**src/rtl/sample_req_server.sv**
```systemverilog
// sample_req_server: queues slot read requests, issues them to the sample RAM with loader-write priority,
// and returns each word tagged with its slot ID in issue order.
module sample_req_server #(
    parameter int ADDR_W      = 23,
    parameter int ID_W        = 6,
    parameter int FIFO_LOG2   = 3,
    parameter int RAM_LATENCY = 2
) (
    input  logic              clk,
    input  logic              reset,
    input  logic              req_available,
    input  logic [ADDR_W-1:0] req_addr,
    input  logic [ID_W-1:0]   req_id,
    input  logic              wr_en,
    input  logic [ADDR_W-1:0] wr_addr,
    input  logic [15:0]       wr_data,
    output logic [ADDR_W-1:0] ram_addr,
    output logic              ram_rd_en,
    output logic              ram_wr_en,
    output logic [15:0]       ram_wdata,
    input  logic [15:0]       ram_rdata,
    output logic [15:0]       data_out,
    output logic [ID_W-1:0]   r_id_out,
    output logic              data_ready,
    output logic              busy,
    output logic              overflow,
    output logic [7:0]        drop_count
);
    localparam int DEPTH  = 1 << FIFO_LOG2;
    localparam int STAGES = RAM_LATENCY + 1;
    localparam logic [FIFO_LOG2:0] FULL = (FIFO_LOG2 + 1)'(DEPTH);

    logic [ADDR_W-1:0]    r_q_addr [DEPTH];
    logic [ID_W-1:0]      r_q_id   [DEPTH];
    logic [FIFO_LOG2-1:0] r_wptr;
    logic [FIFO_LOG2-1:0] r_rptr;
    logic [FIFO_LOG2:0]   r_count;
    logic [STAGES-1:0]    r_fl_vld;
    logic [ID_W-1:0]      r_fl_id  [STAGES];
    logic [ADDR_W-1:0]    r_ram_addr;
    logic                 r_ram_rd;
    logic                 r_ram_wr;
    logic [15:0]          r_ram_wdata;
    logic [15:0]          r_dout;
    logic [ID_W-1:0]      r_rid;
    logic                 r_rdy;
    logic                 r_ovf;
    logic [7:0]           r_drops;
    logic                 w_pop;
    logic                 w_push;
    logic                 w_drop;

    // a full queue still accepts a request when the head leaves in the same cycle
    assign w_pop  = !wr_en && (r_count != '0);
    assign w_push = req_available && ((r_count != FULL) || w_pop);
    assign w_drop = req_available && !w_push;

    always_ff @(posedge clk) begin
        if (w_push) begin
            r_q_addr[r_wptr] <= req_addr;
            r_q_id[r_wptr]   <= req_id;
        end
    end

    always_ff @(posedge clk or negedge reset) begin
        if (!reset) begin
            r_wptr  <= '0;
            r_rptr  <= '0;
            r_count <= '0;
            r_ovf   <= 1'b0;
            r_drops <= '0;
        end else begin
            if (w_push) r_wptr <= r_wptr + 1'b1;
            if (w_pop) r_rptr <= r_rptr + 1'b1;
            r_count <= r_count + (FIFO_LOG2 + 1)'(w_push) - (FIFO_LOG2 + 1)'(w_pop);
            if (w_drop) begin
                r_ovf   <= 1'b1;
                r_drops <= (r_drops == 8'hFF) ? r_drops : r_drops + 8'd1;
            end
        end
    end

    always_ff @(posedge clk or negedge reset) begin
        if (!reset) begin
            r_ram_addr  <= '0;
            r_ram_rd    <= 1'b0;
            r_ram_wr    <= 1'b0;
            r_ram_wdata <= '0;
        end else if (wr_en) begin
            r_ram_addr  <= wr_addr;
            r_ram_rd    <= 1'b0;
            r_ram_wr    <= 1'b1;
            r_ram_wdata <= wr_data;
        end else begin
            r_ram_addr <= w_pop ? r_q_addr[r_rptr] : r_ram_addr;
            r_ram_rd   <= w_pop;
            r_ram_wr   <= 1'b0;
        end
    end

    // in-flight tags travel alongside the RAM read so the tail lines up with valid read data
    always_ff @(posedge clk or negedge reset) begin
        if (!reset) begin
            r_fl_vld <= '0;
            for (int i = 0; i < STAGES; i++) r_fl_id[i] <= '0;
            r_rdy  <= 1'b0;
            r_dout <= '0;
            r_rid  <= '0;
        end else begin
            r_fl_vld   <= {r_fl_vld[STAGES-2:0], w_pop};
            r_fl_id[0] <= r_q_id[r_rptr];
            for (int i = 1; i < STAGES; i++) r_fl_id[i] <= r_fl_id[i-1];
            r_rdy <= r_fl_vld[STAGES-1];
            if (r_fl_vld[STAGES-1]) begin
                r_dout <= ram_rdata;
                r_rid  <= r_fl_id[STAGES-1];
            end
        end
    end

    assign ram_addr   = r_ram_addr;
    assign ram_rd_en  = r_ram_rd;
    assign ram_wr_en  = r_ram_wr;
    assign ram_wdata  = r_ram_wdata;
    assign data_out   = r_dout;
    assign r_id_out   = r_rid;
    assign data_ready = r_rdy;
    assign busy       = (r_count != '0) | (|r_fl_vld);
    assign overflow   = r_ovf;
    assign drop_count = r_drops;
endmodule

```
**config.mk**
```make
export PLATFORM = sky130hd
export DESIGN_NAME = sample_req_server
export DESIGN_NICKNAME = d
export VERILOG_FILES = /design/src/rtl/sample_req_server.sv
export SDC_FILE = /design/constraint.sdc
export NUM_CORES = 1
export LEC_CHECK = 0
export BUFFER_PORTS_ARGS = -buffer_cell sky130_fd_sc_hd__buf_4
export CORE_MARGIN = 1.5
export CORE_UTILIZATION = 40
export DETAILED_ROUTE_END_ITERATION = 16
export GPL_TIMING_DRIVEN = 0
export PLACE_DENSITY = 0.68
export SYNTH_ARGS = -nofsm -noshare
export SYNTH_HDL_FRONTEND = slang
export SYNTH_SLANG_ARGS = --single-unit
```
**constraint.sdc**
```tcl
create_clock -name clk -period 4.3 [get_ports clk]
set_clock_uncertainty 0.15 [all_clocks]
set_input_delay 0.43 -clock clk [delete_from_list [all_inputs] [get_ports clk]]
set_output_delay 0.43 -clock clk [all_outputs]
set_load 0.03 [all_outputs]
```
# == After elaboration in Yosys (flattened, before gate mapping) ==
# Memory sizes are Yosys's and may differ from the RTL's. A register that Yosys moved wholly into a read port is not among the register bits.
# Cells that the tools add are included.
# word_totals
out_inout_bits,74
ramBits,232
ff_bits,98
input_bits,88
n_memories,2
# op_classes
n_eq_ne,2
n_mux,6
bitwise,2
addsub,5
n_reduce_logical,11
# mem_list
memory,words,width,read_ports,rd_ports_with_merged_regs,wr,line,source
r_q_addr,8,23,1,0,1,33,logic [ADDR_W-1:0] r_q_addr [DEPTH];
r_q_id,8,6,1,1,1,34,logic [ID_W-1:0] r_q_id [DEPTH];
# op_table
operator,n
$mux W23,2
$add A8 B1 Y8 const B,1
$eq A8 B8 Y1 const B,1
$add A3 B1 Y3 const B,2
$add A4 B1 Y4,1
$mux W1,4
$ne A4 B4 Y1 const B,1
$reduce_bool A4 Y1,1
$sub A4 B1 Y4,1
$logic_and A1 B1 Y1,3
$logic_not A1 Y1,3
$reduce_or A3 Y1,1
$reduce_and A2 Y1,1
$reduce_bool A2 Y1,1
$logic_or A1 B1 Y1,1
$not A1 Y1,1
$or A1 B1 Y1,1

# == Longest topological paths before layout ==
# Gate-level depths: netlist of the first run.
# logic_depth
word_depth,7
ltp_mapped,11
depth_no_buf,10

# == Worst setup path before layout of the first run ==
# Ideal clock, no wire load.
# synth_timing
kind,register -> register
from,register r_count[2]
to,"memory r_q_addr[0][0], enable pin"
stages_incl_launch_ff,7
setup_slack_ns,-0.188
arrival_ns,3.850
cell_sequence,dfrtp_1 -> inv_1 -> ha_1 -> or2_2 -> nand3_1 -> nand2_1 -> nor4_1
# synth_via
elab_chain_len,6
# synth_lines
element,line,source
from (decl),37,logic [FIFO_LOG2:0] r_count;
from (signal assigned),75,r_count <= r_count + (FIFO_LOG2 + 1)'(w_push) - (FIFO_LOG2 + 1)'(w_pop);
$reduce_bool A4 Y1,54,assign w_pop = !wr_en && (r_count != '0);
$logic_and A1 B1 Y1,54,
$logic_or A1 B1 Y1 (*),55,assign w_push = req_available && ((r_count != FULL) || w_pop);
$logic_and A1 B1 Y1 (*),55,
$mux W1 (*),59,if (w_push) begin
$mux W1 (implied by the code) (*),60,r_q_addr[r_wptr] <= req_addr;
to (decl),33,
# Mark *: on every way between the ends. The rest lies on a longest branch, timed or not.

# == Worst setup path after layout of the first run ==
# layout_timing
from,input port wr_en
to,"memory r_q_id[1][4], enable pin"
# layout_via
elab_chain_len,6
# layout_lines
element,line,source
from (decl),14,"input logic wr_en,"
$logic_not A1 Y1,54,
$logic_and A1 B1 Y1,54,
$logic_or A1 B1 Y1,55,
$logic_and A1 B1 Y1,55,
$mux W1,59,
$mux W1 (implied by the code),61,r_q_id[r_wptr] <= req_id;
to (decl),34,
# No other way between the ends.

==> results of run 1 <==
[final cells by class]
type                       instances  area share [%]
clock buffer                      43            5.52
tap                              402            3.00
inverter                          20           0.448
multi-input combinational        324            18.2
clock inverter                    19            1.63
timing repair buffer             246            12.8
buffer                            36            1.25
sequential                       336            57.1
[cell usage after synthesis, drive strengths merged]
master,count
and2,2
clkbuf,13
a21o,2
nand2,48
nor2,10
nor4,2
nand3,4
buf,23
or2,1
or4,1
nor3,13
a31oi,1
o211ai,32
mux2,48
xnor2,5
a2111oi,1
nand2b,3
ha,8
a21oi,3
fa,1
nor3b,1
a221oi,7
o21ai,1
nand4,2
inv,20
nor2b,3
a22oi,30
mux2i,62
xor2,5
mux4,28
edfxtp,232
dfrtp,104
[through the flow]
stage                     util, %  cells
after floorplan                 -    716
after global placement       46.2   1279
after detailed placement     47.2   1297
after CTS                    53.1   1426
after global routing         53.1   1426
final                        53.1   1426
[cell families (layout without fill, tap and decap cells)]
kind of cell | Yosys count | in the layout | share of synthesized area, %
xor gates and xnor gates | 10 | 10 | 0.681
muxes | 138 | 138 | 13.9
and+or+nand+nor | 90 | 90 | 3.24
DFF | 336 | 336 | 74.5
buffers and inverters | 56 | 364 | 2.21
AOI/OAI and AO/OA | 77 | 77 | 4.54
adders and majority gates | 9 | 9 | 0.935
[cells in the final DEF (no fill, tap or decap), types with 8 or more instances in the layout]
master	n
mux2_2	47
a22oi_1	30
inv_1	20
nand2_1	48
o211ai_1	32
mux2i_1	62
buf_6	18
clkbuf_16	34
buf_2	11
mux4_2	28
edfxtp_1	232
buf_4	164
dfrtp_1	104
ha_1	8
dlygate4sd3_1	67
clkbuf_1	18
nor3_1	9
[worst paths after layout]
| path | endpoint | slack (ns) | start | cells past startpoint |
|---|---|---|---|---|
| worst max-delay path | r_q_id[1][4] | 1.20 | wr_en | 8 |
| worst min-delay path | ram_addr[18] | 0.02 | wr_addr[18] | 3 |
| worst max register to register | r_q_id[1][4] | 1.21 | r_count[2] | 8 |
| worst min register to register | r_fl_id[4] | 0.20 | r_fl_id[10] | 0 |
| max in group asynchronous | ram_wdata[4] | 2.87 | reset | 3 |
| min in group asynchronous | r_id_out[3] | 0.38 | reset | 2 |
[critical path: stages]
cell,delay (ns)
dlygate4sd3_1,0.55
buf_4,0.14
or2_2,0.32
a31oi_1,0.46
nand2_1,0.34
nor3_2,0.49
buf_6,0.26
buf_6,0.19
[state kept, by name, indices dropped and copies added (netlist names)]
signal / count
r_q_addr: 184
r_count: 4
ram_addr: 23
data_out: 16
ram_rd_en: 1
r_q_id: 48
r_wptr: 3
overflow: 1
drop_count: 8
r_fl_id: 18
r_rptr: 3
ram_wr_en: 1
r_id_out: 6
ram_wdata: 16
data_ready: 1
r_fl_vld: 3
[layer usage]
layer | share of wire [%] | global-route usage [%]
met1 | 44 | 22.3
met2 | 49 | 28.9
met3 | 5.3 | 3.11
met4 | 2.3 | 5.32
met5 | 0 | 0
[power by group through the flow]
stage	clock network [mW]	logic [mW]	registers, mW
final	3.12	3.31	4.44
after global routing	3.31	3.56	4.51
after detailed placement	0	3.29	4.51
after CTS	3.17	3.35	4.45
after global placement	0	3.10	4.51
after floorplan	0	1.71	4.86
[timing repair]
action | in CTS | in global routing
hold buffers | 67 | 0
resized for setup | 0 | 0
endpoints found under the hold margin | 285 | 0
==> metrics.txt, run 1 <==
Die X 182 um; Lkg Pwr 6.41 nW; drt initial violations 468; share of cells above drive strength 1 33.3%; HPWL Detailed 18200 um; Final ANT Viol Nets 0; worst path required time 4.37 ns; Rel. slew slack 42.7%; Critical Path Sink Type flop; highest clock rate 322 MHz; Post-CTS Setup Bufs 0; htree depth 2; Setup violations, final 0; Slew @ Worst Pin 0.855 ns; Clock power frac 28.7%; switch share 31.3%; Die Span Y 182 um; Num CTS Buffers 34; fillers 2501; area leader, netlist edfxtp_1; pwr/cell area 649 mW/mm2; hold_ws 0.0153 ns; syn_nets 813; Switch Pwr 3.40 mW; clk buf depth 3; critical path startpoint category primary input; area of the core 0.0316 mm2; routability cong. 0.726; Post-Syn Area 0.0129 mm2; crit path time final 3.10 ns; Seq cells post-synth 336; pre-CTS setup slack 1.21 ns; number of cell rows 65; setup TNS 0 ns; final WL 27900 um; Reg power frac 40.9%; Logic pwr share 30.5%; total chip power 10.9 mW; Worst VDD drop 312 uV; I/O Pins 162; drt first pass iters 4; setup ws final 1.20 ns; DIE AREA 0.0332 mm2; status finished clean; vias post-DR 7291; Placement Cell Area 0.0149 mm2; DR WL/cell 19.5 um; area of the multi-input gates 0.00306 mm2; Initial Utilization 40.7%; Sequential Area 0.00957 mm2; Post-Synthesis Cells 716; Area Growth Syn to Fin 30.4%; Worst EP arrival 3.18 ns; final instance area 0.0168 mm2; vias per cell 5.11; CTS sink cnt 336; Total GRT Usage 17.0%; WS Path Type in -> reg; initial antenna violation count 0; PortBufs 161; DRC Markers 0; Clock Pin Slew Worst Setup and Hold Paths 0.06 ns; synthesized area per cell 18.0 um2; Congestion Overflow GR 0; top-area cell type share of the netlist area 54.2%; Final Cycle Share 72.2%; top post-synthesis cells by area edfxtp_1 54%, dfrtp_1 20%, mux4_2 4.9%; RSZ-0062 raised after global routing false; largest net degree at the start of global routing 57; Final Hold Violating Endpoints 0; Crit Path Max Fanout 10; # diodes 0; worst hold path type in -> reg; Netlist cell types 37; register area share after synthesis 74.5%; Clock Latency Late Sink 0.52 ns; internal power 7.48 mW; vias in the first global route 7651; nets 1095; root buf cell clkbuf_16; first-pass GRT wire length 43100 um; Max-Cap Viols 0; Final Max Slew Viols 0; yosys warns 0; CTS tree built
Power figures use the tool's default switching activity.
==> run 2, diff against run 1 <==
==> constraint.sdc (replaced) <==
create_clock -name clk -period 2.6 [get_ports clk]
set_clock_uncertainty 0.15 [all_clocks]
set_input_delay 0.26 -clock clk [delete_from_list [all_inputs] [get_ports clk]]
set_output_delay 0.26 -clock clk [all_outputs]
set_load 0.03 [all_outputs]
==> metrics.txt, run 2 (synthesized netlist as in run 1, its figures left out) <==
status finished clean; number of cell rows 65; crit path time final 2.47 ns; largest register by flop count r_q_addr; hold_ws 0.00239 ns; first-pass GRT wire length 42700 um; Total GRT Usage 16.9%; largest net degree at the start of global routing 88; max FFs per register 184; highest clock rate 404 MHz; Final Cycle Share 95.2%; placed cell count 1291; share of cells above drive strength 1 33.5%; vias post-DR 7375; routed wl met3 1520 um; DIE AREA 0.0332 mm2; # diodes 0; vias per cell 5.07; root buf cell clkbuf_16; fin util 54.4%; final WL 27800 um; clk buf depth 3; drt first pass iters 5; DRC Markers 0; setup TNS 0 ns; Die X 182 um; htree depth 2; Clock Latency Late Sink 0.50 ns; Critical Path Sink Type flop; Slew @ Worst Pin 0.808 ns; Clock Pin Slew Worst Setup and Hold Paths 0.06 ns; Final Hold Violating Endpoints 0; most frequent cells in the layout 232 x edfxtp_1, 173 x buf_4, 104 x dfrtp_1; Worst EP arrival 2.50 ns; RSZ-0062 raised after global routing false; pwr/cell area 1050 mW/mm2; area of the core 0.0316 mm2; most common cell after layout, fill and taps aside edfxtp_1; Congestion Overflow GR 0; DR WL/cell 19.1 um; Initial Utilization 40.7%; Crit Path Max Fanout 14; CTS tree built; vias in the first global route 7587; CTS sink cnt 336; drt initial violations 363; Setup violations, final 0; Final Max Slew Viols 0; Max-Cap Viols 0; WS Path Type reg -> reg; Die Span Y 182 um; Lkg Pwr 6.58 nW; Area Growth Syn to Fin 33.4%; Post-Layout Cell Count 1454; initial antenna violation count 0; worst hold path type in -> async; Final ANT Viol Nets 0; worst path required time 2.62 ns; Rel. slew slack 46.1%; nets 1123; routability cong. 0.714; PortBufs 161; met1 WL 12100 um; Worst VDD drop 529 uV; highest routed layer met4; critical path startpoint category flop; I/O Pins 162; HPWL Detailed 17600 um; Num CTS Buffers 35; routed length on met2 13700 um
run 2: report_power, final:
| group | leakage (nW) | internal, mW | switching [mW] |
|---|---|---|---|
| clock | 0.575 | 3.05 | 1.97 |
| sequential | 3.32 | 6.88 | 0.474 |
| combinational | 2.69 | 2.49 | 3.15 |
run 2: critical path, cell delays in order (launching register included):
cell	delay, ns
dfrtp_1	0.32
inv_1	0.07
ha_2	0.21
or2_4	0.25
a31oi_2	0.37
nand2_2	0.24
nor3_4	0.24
buf_4	0.29
run 2: through the flow:
step / total power [mW] / instance area, um2 / worst slack (ns)
global route: 18.9 / 17200 / 0.000896
global placement: 12.6 / 14600 / -1.42
finish: 18.0 / 17200 / 0.126
CTS: 18.1 / 17100 / 0.0291
detailed placement: 12.9 / 14900 / -0.613
floorplan: 10.9 / 12900 / -0.142
run 2: per-layer routing:
metal	GRT usage, %	vias up
li1	-	3387
met1	22.6	3736
met2	28.5	215
met3	3.09	37
met4	4.43	0
met5	0	-
run 2: final timing paths:
path                                    to           from  cells past startpoint  slack, ns
min in group clk                  overflow  req_available                      3       0.04
max in group asynchronous     ram_addr[18]          reset                      3       1.57
max                        r_q_addr[1][14]     r_count[2]                      7       0.13
max reg2reg                r_q_addr[1][14]     r_count[2]                      7       0.13
min                            ram_addr[1]          reset                      2      0.002
min reg2reg                     r_fl_id[2]     r_fl_id[8]                      0       0.19
run 2: what timing repair did:
action                                 in CTS  in global routing
endpoints found under the hold margin     392                  0
setup endpoints to repair                 156                137
cloned                                      0                  0
hold buffers                               86                  0
pin swaps                                   6                  1
resized for setup                           2                  3
buffers inserted                           11                  4
run 2: final cells by class:
| type | instances | area (um2) |
|---|---|---|
| Clock inverter | 16 | 158 |
| Timing Repair Buffer | 274 | 2520 |
| Fill cell | 2438 | 14400 |
| Inverter | 20 | 75.1 |
| Sequential cell | 336 | 9570 |
| Buffer | 35 | 210 |
| Tap cell | 402 | 503 |
| Clock buffer | 47 | 1020 |
| Multi-Input combinational cell | 324 | 3100 |
